### src/rtl/sr_latch_driver.sv
// -----------------------------------------------------------------------------
// sr_latch_driver
//
// Synchronous driver for an external active-low cross-coupled NAND SR latch.
// A single-cycle set or clear request starts a fixed-width low pulse on
// set_n or reset_n. The two drives are never low together. The latch's q/qbar
// feedback then passes through a two-flop synchronizer. The block reports
// done when the feedback confirms the commanded state, or err if the
// confirmation does not arrive within TIMEOUT cycles.
//
// Parameters
//   PULSE_W   width of the low drive pulse in clock cycles (>= 1)
//   TIMEOUT   maximum number of WAIT cycles before err is flagged (>= 1)
//
// Ports
//   clk        in   rising-edge clock
//   reset      in   synchronous, active-high reset
//   req_set    in   request to set the latch (sampled only in IDLE)
//   req_reset  in   request to clear the latch (sampled only in IDLE)
//   set_n      out  registered active-low set drive
//   reset_n    out  registered active-low reset drive
//   q          in   latch true output (asynchronous)
//   qbar       in   latch complement output (asynchronous)
//   busy       out  high while a command is in PULSE or WAIT
//   done       out  one-cycle pulse: latch confirmed the commanded state
//   err        out  one-cycle pulse: both requests at once, or timeout
//   state_q    out  last confirmed latch state (1 = set)
// -----------------------------------------------------------------------------
module sr_latch_driver #(
  parameter int PULSE_W = 2,
  parameter int TIMEOUT = 15
) (
  input  logic clk,
  input  logic reset,
  input  logic req_set,
  input  logic req_reset,
  output logic set_n,
  output logic reset_n,
  input  logic q,
  input  logic qbar,
  output logic busy,
  output logic done,
  output logic err,
  output logic state_q
);

  localparam int PCW = $clog2(PULSE_W + 1);
  localparam int WCW = $clog2(TIMEOUT + 1);

  typedef enum logic [1:0] {
    ST_IDLE  = 2'd0,
    ST_PULSE = 2'd1,
    ST_WAIT  = 2'd2
  } state_t;

  state_t           r_state;
  logic             r_cmd;
  logic [PCW-1:0]   r_pulse_cnt;
  logic [WCW-1:0]   r_wait_cnt;
  logic             r_set_n;
  logic             r_reset_n;
  logic             r_done;
  logic             r_err;
  logic             r_state_q;
  logic             r_q_meta;
  logic             r_q_s;
  logic             r_qbar_meta;
  logic             r_qbar_s;

  state_t           w_state_nxt;
  logic             w_cmd_nxt;
  logic [PCW-1:0]   w_pulse_cnt_nxt;
  logic [WCW-1:0]   w_wait_cnt_nxt;
  logic             w_set_n_nxt;
  logic             w_reset_n_nxt;
  logic             w_done_nxt;
  logic             w_err_nxt;
  logic             w_state_q_nxt;
  logic             w_match;

  // The forbidden feedback (q_s == qbar_s) can never satisfy both terms.
  assign w_match = (r_q_s == r_cmd) && (r_qbar_s == ~r_cmd);

  // NOTE: combinational logic uses blocking assignments. Every output gets a
  // default first so that no path leaves a value unassigned, which would
  // infer a latch.
  always_comb begin
    w_state_nxt     = r_state;
    w_cmd_nxt       = r_cmd;
    w_pulse_cnt_nxt = r_pulse_cnt;
    w_wait_cnt_nxt  = r_wait_cnt;
    w_set_n_nxt     = 1'b1;
    w_reset_n_nxt   = 1'b1;
    w_done_nxt      = 1'b0;
    w_err_nxt       = 1'b0;
    w_state_q_nxt   = r_state_q;

    case (r_state)
      ST_IDLE: begin
        if (req_set && req_reset) begin
          w_err_nxt = 1'b1;
        end else if (req_set || req_reset) begin
          w_cmd_nxt       = req_set;
          w_state_nxt     = ST_PULSE;
          w_pulse_cnt_nxt = '0;
          w_set_n_nxt     = ~req_set;
          w_reset_n_nxt   = req_set;
        end
      end

      ST_PULSE: begin
        if (r_pulse_cnt == PCW'(PULSE_W - 1)) begin
          // The last pulse cycle: both drives go high on this edge.
          w_state_nxt    = ST_WAIT;
          w_wait_cnt_nxt = WCW'(1);
        end else begin
          w_pulse_cnt_nxt = r_pulse_cnt + PCW'(1);
          w_set_n_nxt     = ~r_cmd;
          w_reset_n_nxt   = r_cmd;
        end
      end

      ST_WAIT: begin
        // A match wins over a timeout that lands in the same cycle.
        if (w_match) begin
          w_done_nxt    = 1'b1;
          w_state_q_nxt = r_cmd;
          w_state_nxt   = ST_IDLE;
        end else if (r_wait_cnt == WCW'(TIMEOUT)) begin
          w_err_nxt   = 1'b1;
          w_state_nxt = ST_IDLE;
        end else begin
          w_wait_cnt_nxt = r_wait_cnt + WCW'(1);
        end
      end

      default: w_state_nxt = ST_IDLE;
    endcase
  end

  // NOTE: sequential state uses non-blocking assignments. All flops,
  // including the synchronizer, take the reset value so an aborted command
  // leaves no stale feedback behind.
  always_ff @(posedge clk) begin
    if (reset) begin
      r_state     <= ST_IDLE;
      r_cmd       <= 1'b0;
      r_pulse_cnt <= '0;
      r_wait_cnt  <= '0;
      r_set_n     <= 1'b1;
      r_reset_n   <= 1'b1;
      r_done      <= 1'b0;
      r_err       <= 1'b0;
      r_state_q   <= 1'b0;
      r_q_meta    <= 1'b0;
      r_q_s       <= 1'b0;
      r_qbar_meta <= 1'b0;
      r_qbar_s    <= 1'b0;
    end else begin
      r_state     <= w_state_nxt;
      r_cmd       <= w_cmd_nxt;
      r_pulse_cnt <= w_pulse_cnt_nxt;
      r_wait_cnt  <= w_wait_cnt_nxt;
      r_set_n     <= w_set_n_nxt;
      r_reset_n   <= w_reset_n_nxt;
      r_done      <= w_done_nxt;
      r_err       <= w_err_nxt;
      r_state_q   <= w_state_q_nxt;
      r_q_meta    <= q;
      r_q_s       <= r_q_meta;
      r_qbar_meta <= qbar;
      r_qbar_s    <= r_qbar_meta;
    end
  end

  assign set_n   = r_set_n;
  assign reset_n = r_reset_n;
  assign busy    = (r_state != ST_IDLE);
  assign done    = r_done;
  assign err     = r_err;
  assign state_q = r_state_q;

endmodule

### config.mk
export PLATFORM = sky130hd
export DESIGN_NAME = sr_latch_driver
export DESIGN_NICKNAME = d
export VERILOG_FILES = /design/src/rtl/sr_latch_driver.sv
export SDC_FILE = /design/constraint.sdc
export NUM_CORES = 1
export LEC_CHECK = 0
export ABC_AREA = 1
export CORE_MARGIN = 1
export CORE_UTILIZATION = 51
export CTS_CLUSTER_SIZE = 14
export DETAILED_ROUTE_END_ITERATION = 8
export PLACE_DENSITY_LB_ADDON = 0.2
export SETUP_SLACK_MARGIN = 0.5
export SYNTH_ARGS = -nofsm -noshare
export SYNTH_HDL_FRONTEND = slang
export SYNTH_SLANG_ARGS = --single-unit
### constraint.sdc
create_clock -name clk -period 1.83 [get_ports clk]
set_clock_uncertainty 0.15 [all_clocks]
set_input_delay 0.366 -clock clk [delete_from_list [all_inputs] [get_ports clk]]
set_output_delay 0.366 -clock clk [all_outputs]
set_load 0.1 [all_outputs]
==> metrics.md, run 1 <==
| Metric | Value |
|---|---|
| Largest net degree at the start of global routing | 10 |
| Min Tclk post-route | 1.61 ns |
| CP arrival | between 1 and 1.5 ns |
| Reg2reg path depth | 10 |
| Setup crit end | busy |
| Critical Path RT | approximately 1.3 ns |
| Fin cells | 161 |
| Clock buffer depth | 2 |
| Std-Cell Rows | 14 |
| Final period util | 88.2% |
| Post-synth cell types | 16 |
| Worst R2R End | r_wait_cnt[3] |
| Via-per-instance ratio | 5.43 |
| Pins Over Slew Limit | 0 |
| H-Tree Depth | 1 |
| CP endpoint kind | output port |
| CP startpoint kind | register |
| Boundary pin count | 12 |
| Synth-to-Final Area Change | 56.2% |
| Grt total ovfl | 0 |
| CTS Sinks | 18 |
| Die area | ~1800 um2 |
| Post-Syn Nets | between 100 and 150 |
| Hold Crit Class | reg2reg |
| Total CTS buffers | 3 |
| Max-cap violations | 0 |
| Most common cell after layout, fill and taps aside | nand2_1 |
| Clock transition at path regs | 0.10 ns |
| Dpl hpwl | 1.22 mm |
| Synthesis warning total | 0 |
| Status | completed |
| Wire length per cell | around 14 um |
| WS Path Type | reg2out |
| Worst-Margin Slew | between 0.2 and 0.25 ns |
| Port bufs | 11 |
| Clock latency on the worst-skew pair | 0.30 ns |
| Post-Place Setup Slack | 0.162 ns |
| Reg-to-reg critical path startpoint | r_state[1] |
| Top cells by area, synth | dfxtp_1, nand2_1, inv_1, nor2_1, nand3_1 |
| Cell leakage power | approximately 0.53 nW |
| Antenna violations before repair | 0 |
| Fmax | approximately 620 MHz |
| Inst Count DP | 149 |
| # diodes | 0 |
| Post-CTS Hold Buffers | 0 |
| Core Region | 1490 um2 |
| R2R Setup Slk | 0.27 ns |
| Finish-stage setup viols | 0 |
| Final nets | 155 |
| Drt first-iter violations | 23 |
| Final worst slack | 0.217 ns |
| Gr usage total | 24.2% |
| DRT Wirelength | between 2 and 2.5 mm |
| Power density cells | slightly above 700 nW/um2 |
| Top cell type's share of synthesized area | 44.4% |
| Vias in the first global route | about 800 |
| Syn Std Cell Area | a little over 800 um2 |
| CTS tree | built |
| Synth Area per Inst | 6.70 um2 |
| Die height | around 42 um |
| TritonRoute pass-1 iters | 4 |
| Share of layout cells above drive strength 1 | approximately 43% |
| Syn Inst Count | 121 |
| Root Buffer | clkbuf_4 |
| First-pass GRT wire length | 3.15 mm |
| #FFs+latches synth | 18 |
| Sequential share of the synthesized area | 44.4% |
| RSZ-0062 raised after global routing | true |
| Commonest non-fill, non-tap cells in the layout | nand2_1, inv_1, nor2_1 |
| DIE WIDTH | between 40 and 50 um |
| Total power draw | 0.916 mW |
| Crit path from | r_state[1] |
| Routability congestion estimate | roughly 0.82 |
| Final antenna-violating net count | 0 |
| CP Max Fanout | 2 |
| Vias | 874 |
| Fin Setup TNS | 0 ns |
| Initial Util | between 50 and 60% |
| Leading area contributor after synthesis | dfxtp_1 |
| Slew headroom | 85.4% |
| DR DRC count | 0 |
| Final hold violation count | 0 |
| IR drop worst, VDD | 0.519 mV |
[flip-flops by register name, summed over array words and instances, names as in the netlist]
| register | cells |
|---|---|
| r_qbar_meta | 1 |
| r_pulse_cnt | 2 |
| reset_n | 1 |
| r_q_s | 1 |
| err | 1 |
| r_q_meta | 1 |
| state_q | 1 |
| r_wait_cnt | 4 |
| r_qbar_s | 1 |
| r_cmd | 1 |
| r_state | 2 |
| done | 1 |
| set_n | 1 |
[how the worst min path moves through the flow]
stage / cells past startpoint / endpoint / start / slack (ns)
final: 2 / r_q_s / r_q_meta / 0.27
after global routing: 3 / err / req_set / 0.27
after CTS: 2 / r_qbar_s / r_qbar_meta / 0.26
after detailed placement: 2 / r_qbar_s / r_qbar_meta / 0.25
after global placement: 2 / r_qbar_s / r_qbar_meta / 0.25
after floorplan: 2 / r_q_s / r_q_meta / 0.24
[power breakdown]
group | leakage [nW] | internal [mW] | switching (mW)
Clock | 0.0138 | 0.0770 | 0.131
Sequential | 0.151 | 0.415 | 0.0189
Combinational | 0.369 | 0.104 | 0.170
[worst max-delay path, cell delays in order, from the launching register on]
cell and delay [ns]:
dfxtp_4 0.37, nor2_4 0.14, clkinvlp_4 0.11, buf_12 0.17
[area by class of cell]
| class | count | area [um2] |
|---|---|---|
| Clock buffer | 3 | 22.5 |
| Fill cell | 76 | 223 |
| Inverter | 23 | 97.6 |
| Multi-Input combinational cell | 79 | 487 |
| Sequential cell | 18 | 378 |
| Tap cell | 16 | 20.0 |
| Timing Repair Buffer | 22 | 262 |
[what timing repair did]
item / CTS / global route
setup buffers: 7 / 2
endpoints found under the setup margin: 11 / 15
resized for setup: 13 / 31
pin swaps: 5 / 17
[cells by family after synthesis]
family,after synthesis,share of synthesized area [%]
and+or+nand+nor,68,35.3
buffers and inverters,24,11.1
DFF,18,44.4
AOI/OAI and AO/OA,9,6.02
adders and majority gates,2,3.09
[synthesized netlist by cell type (all sizes together)]
library cell  number
a21oi              7
clkbuf             1
dfxtp             18
ha                 2
inv               23
nand2             35
nand3              9
nand4              1
nor2              21
nor3               2
o2111ai            1
o21ai              1
[through the flow]
step                      area (um2)  hold WS (ns)  utilization (%)
after global routing            1270         0.268             85.0
after floorplan                  831         0.238                -
after CTS                       1140         0.264             76.9
after detailed placement        1030         0.250             69.3
final                           1270         0.267             85.0
after global placement          1030         0.250             69.3
[layer usage]
layer	global-route usage, %	vias to the layer above	share of wire [%]
met5	0	-	0
met4	15.5	0	5.7
met3	6.09	15	5.5
met2	41.9	43	51
met1	25.8	397	38
li1	-	419	-
No activity file was read; power rests on OpenSTA's default activity.
==> inputs of run 2 (changes only) <==
--- a/config.mk
+++ b/config.mk
@@ -6,8 +6,9 @@
 export NUM_CORES = 1
 export LEC_CHECK = 0
 export ABC_AREA = 1
+export CORE_ASPECT_RATIO = 1.2
 export CORE_MARGIN = 1
-export CORE_UTILIZATION = 51
+export CORE_UTILIZATION = 30
 export CTS_CLUSTER_SIZE = 14
 export DETAILED_ROUTE_END_ITERATION = 8
 export PLACE_DENSITY_LB_ADDON = 0.2
==> metrics.md, run 2 (same netlist as run 1, synthesis figures left out) <==
| Metric | Value |
|---|---|
| Status | completed |
| Endpoint, Worst Hold | r_q_s |
| Post-Place Setup Slack | 0.179 ns |
| IR drop worst, VDD | 0.500 mV |
| First-pass GRT wire length | roughly 3.1 mm |
| Root Buffer | clkbuf_4 |
| Final nets | 155 |
| DIE WIDTH | 49.5 um |
| Finish-stage setup viols | 0 |
| Via-per-instance ratio | between 4 and 5 |
| Max-cap violations | 0 |
| Vias | 782 |
| Hold path cells | 2 |
| Initial Util | 31.8% |
| Vias in the first global route | 771 |
| Critical path's slowest cell | dfxtp_4 |
| Boundary pin count | 12 |
| Power density cells | 735 nW/um2 |
| GR Util met1 | between 10% and 20% |
| Fill cell count | 255 |
| RSZ-0062 raised after global routing | true |
| Hold Crit Class | reg2reg |
| Sw Share | 32.5% |
| WS Path Type | reg2out |
| Grt total ovfl | 0 |
| Die height | 58.9 um |
| # diodes | 0 |
| Total CTS buffers | 3 |
| Std-Cell Rows | 20 |
| Total internal power | 0.639 mW |
| Drt first-iter violations | 6 |
| Reg power frac | about 46% |
| Largest net degree at the start of global routing | 11 |
| Clock latency on the worst-skew pair | 0.30 ns |
| CTS Sinks | 18 |
| Antenna violations before repair | 0 |
| Post-layout util | 50.4% |
| Largest regs | r_wait_cnt x4, r_pulse_cnt x2, r_state x2 |
| Routability congestion estimate | 0.774 |
| Synth-to-Final Area Change | 58.8% |
| Busiest grt layer | met2 |
| Delay of the slowest critical-path stage | 0.37 ns |
| CP endpoint kind | output port |
| Dpl hpwl | 1.26 mm |
| Placed cell area | ~1100 um2 |
| Critical Path RT | 1.31 ns |
| Port bufs | 11 |
| Reg-to-reg critical path startpoint | r_state[1] |
| CP startpoint kind | register |
| Total power draw | approximately 0.95 mW |
| Number of flip-flops in the largest register | 4 |
| Final worst slack | 0.234 ns |
| R2R Setup Slk | 0.37 ns |
| Slew headroom | 87.8% |
| Clock transition at path regs | approximately 0.1 ns |
| Worst hold start | r_q_meta |
| Post-CTS Hold Buffers | 0 |
| Worst-Margin Slew | roughly 0.18 ns |
| Final antenna-violating net count | 0 |
| CP arrival | 1.08 ns |
| DRT Wirelength | 1.86 mm |
| Gr usage total | 14.2% |
| Met3 usage | between 1.5 and 2% |
| TritonRoute pass-1 iters | 3 |
| Core Region | 2550 um2 |
| Clock power frac | a little over a quarter |
| Most common cell after layout, fill and taps aside | nand2_1 |
| CP Max Fanout | 2 |
| Wire length per cell | 10.4 um |
| Pins Over Slew Limit | 0 |
| DR DRC count | 0 |
| Grt met2 use | a little over a quarter |
| Final hold violation count | 0 |
| Commonest non-fill, non-tap cells in the layout | nand2_1, inv_1, nor2_1 |
| Fin Setup TNS | 0 ns |
| CTS tree | built |
| Crit path cell chain | nor2_4 -> clkinvlp_4 -> buf_12 |
| Min Tclk post-route | around 1.6 ns |
| Sw Pwr | 0.307 mW |
| Fmax | 627 MHz |
| Final period util | 87.2% |
| Final instance area | about 1300 um2 |
| Worst R2R End | r_wait_cnt[1] |
| Cell leakage power | 0.555 nW |
| Reg2reg path depth | 10 |
| Clock buffer depth | 2 |
| Comb pwr share | 27.6% |
| H-Tree Depth | 1 |
| Register name with the most flops | r_wait_cnt |
| Share of layout cells above drive strength 1 | around two fifths |
| Die area | around 2900 um2 |
==> run 2: cell count changes in the layout (fill, tap and decap cells not counted), moves of 2 or more <==
cell	delta
nand2_2	-2
buf_4	-2
buf_6	+2
nand2_1	+2
==> run 2: what timing repair did <==
item / in CTS / in global routing
pin swaps: 5 / 13
resized for setup: 12 / 27
buffers inserted: 7 / 2
setup endpoints to repair: 10 / 16
==> run 2: how the worst max path moves through the flow <==
| stage | from | end | slack, ns |
|---|---|---|---|
| floorplan | r_state[1] | busy | 0.38 |
| global placement | req_reset | r_pulse_cnt[1] | 0.24 |
| detailed placement | req_reset | r_pulse_cnt[0] | 0.18 |
| CTS | r_state[0] | busy | 0.23 |
| global route | r_state[1] | busy | 0.21 |
| finish | r_state[1] | busy | 0.23 |
==> run 2: layout make-up <==
| type | count | area, um2 | share of cell area, % |
|---|---|---|---|
| Clock buffer | 4 | 36.3 | 2.82 |
| Tap cell | 33 | 41.3 | 3.21 |
| Inverter | 23 | 95.1 | 7.39 |
| Sequential cell | 18 | 378 | 29.3 |
| Multi-Input combinational cell | 79 | 464 | 36.1 |
| Timing Repair Buffer | 22 | 273 | 21.2 |
==> run 2: critical path: cells and delay by family (launching register included) <==
kind | cells | cell delay [ns]
flops | 1 | 0.37
buf+inv | 2 | 0.28
simple gates | 1 | 0.14
==> run 2: power groups by stage <==
stage                     Combinational, mW  Clock (mW)  Sequential [mW]
final                                 0.261       0.252            0.433
after global routing                  0.281       0.269            0.436
after CTS                             0.236       0.256            0.432
after detailed placement              0.210           0            0.446
after global placement                0.207           0            0.445
after floorplan                      0.0984           0            0.481
==> run 2: per-stage QoR <==
stage	hold slack [ns]	instances
after floorplan	0.238	121
after global placement	0.241	166
after detailed placement	0.253	166
after CTS	0.269	177
after global routing	0.293	179
final	0.264	179
==> run 2: layer usage <==
metal	wire length [um]	up-vias	share of wire, %
met3	27	5	1.5
met5	0	-	0
met1	780	349	42
li1	-	420	-
met4	46	0	2.5
met2	1000	8	54
==> inputs of run 3 (changes only) <==
--- a/config.mk
+++ b/config.mk
@@ -6,6 +6,7 @@
 export NUM_CORES = 1
 export LEC_CHECK = 0
 export ABC_AREA = 1
+export CAP_MARGIN = 5
 export CORE_ASPECT_RATIO = 1.2
 export CORE_MARGIN = 1
 export CORE_UTILIZATION = 30
==> results of run 3 <==
Final layout, timing and power as in run 2 (identical DEF).
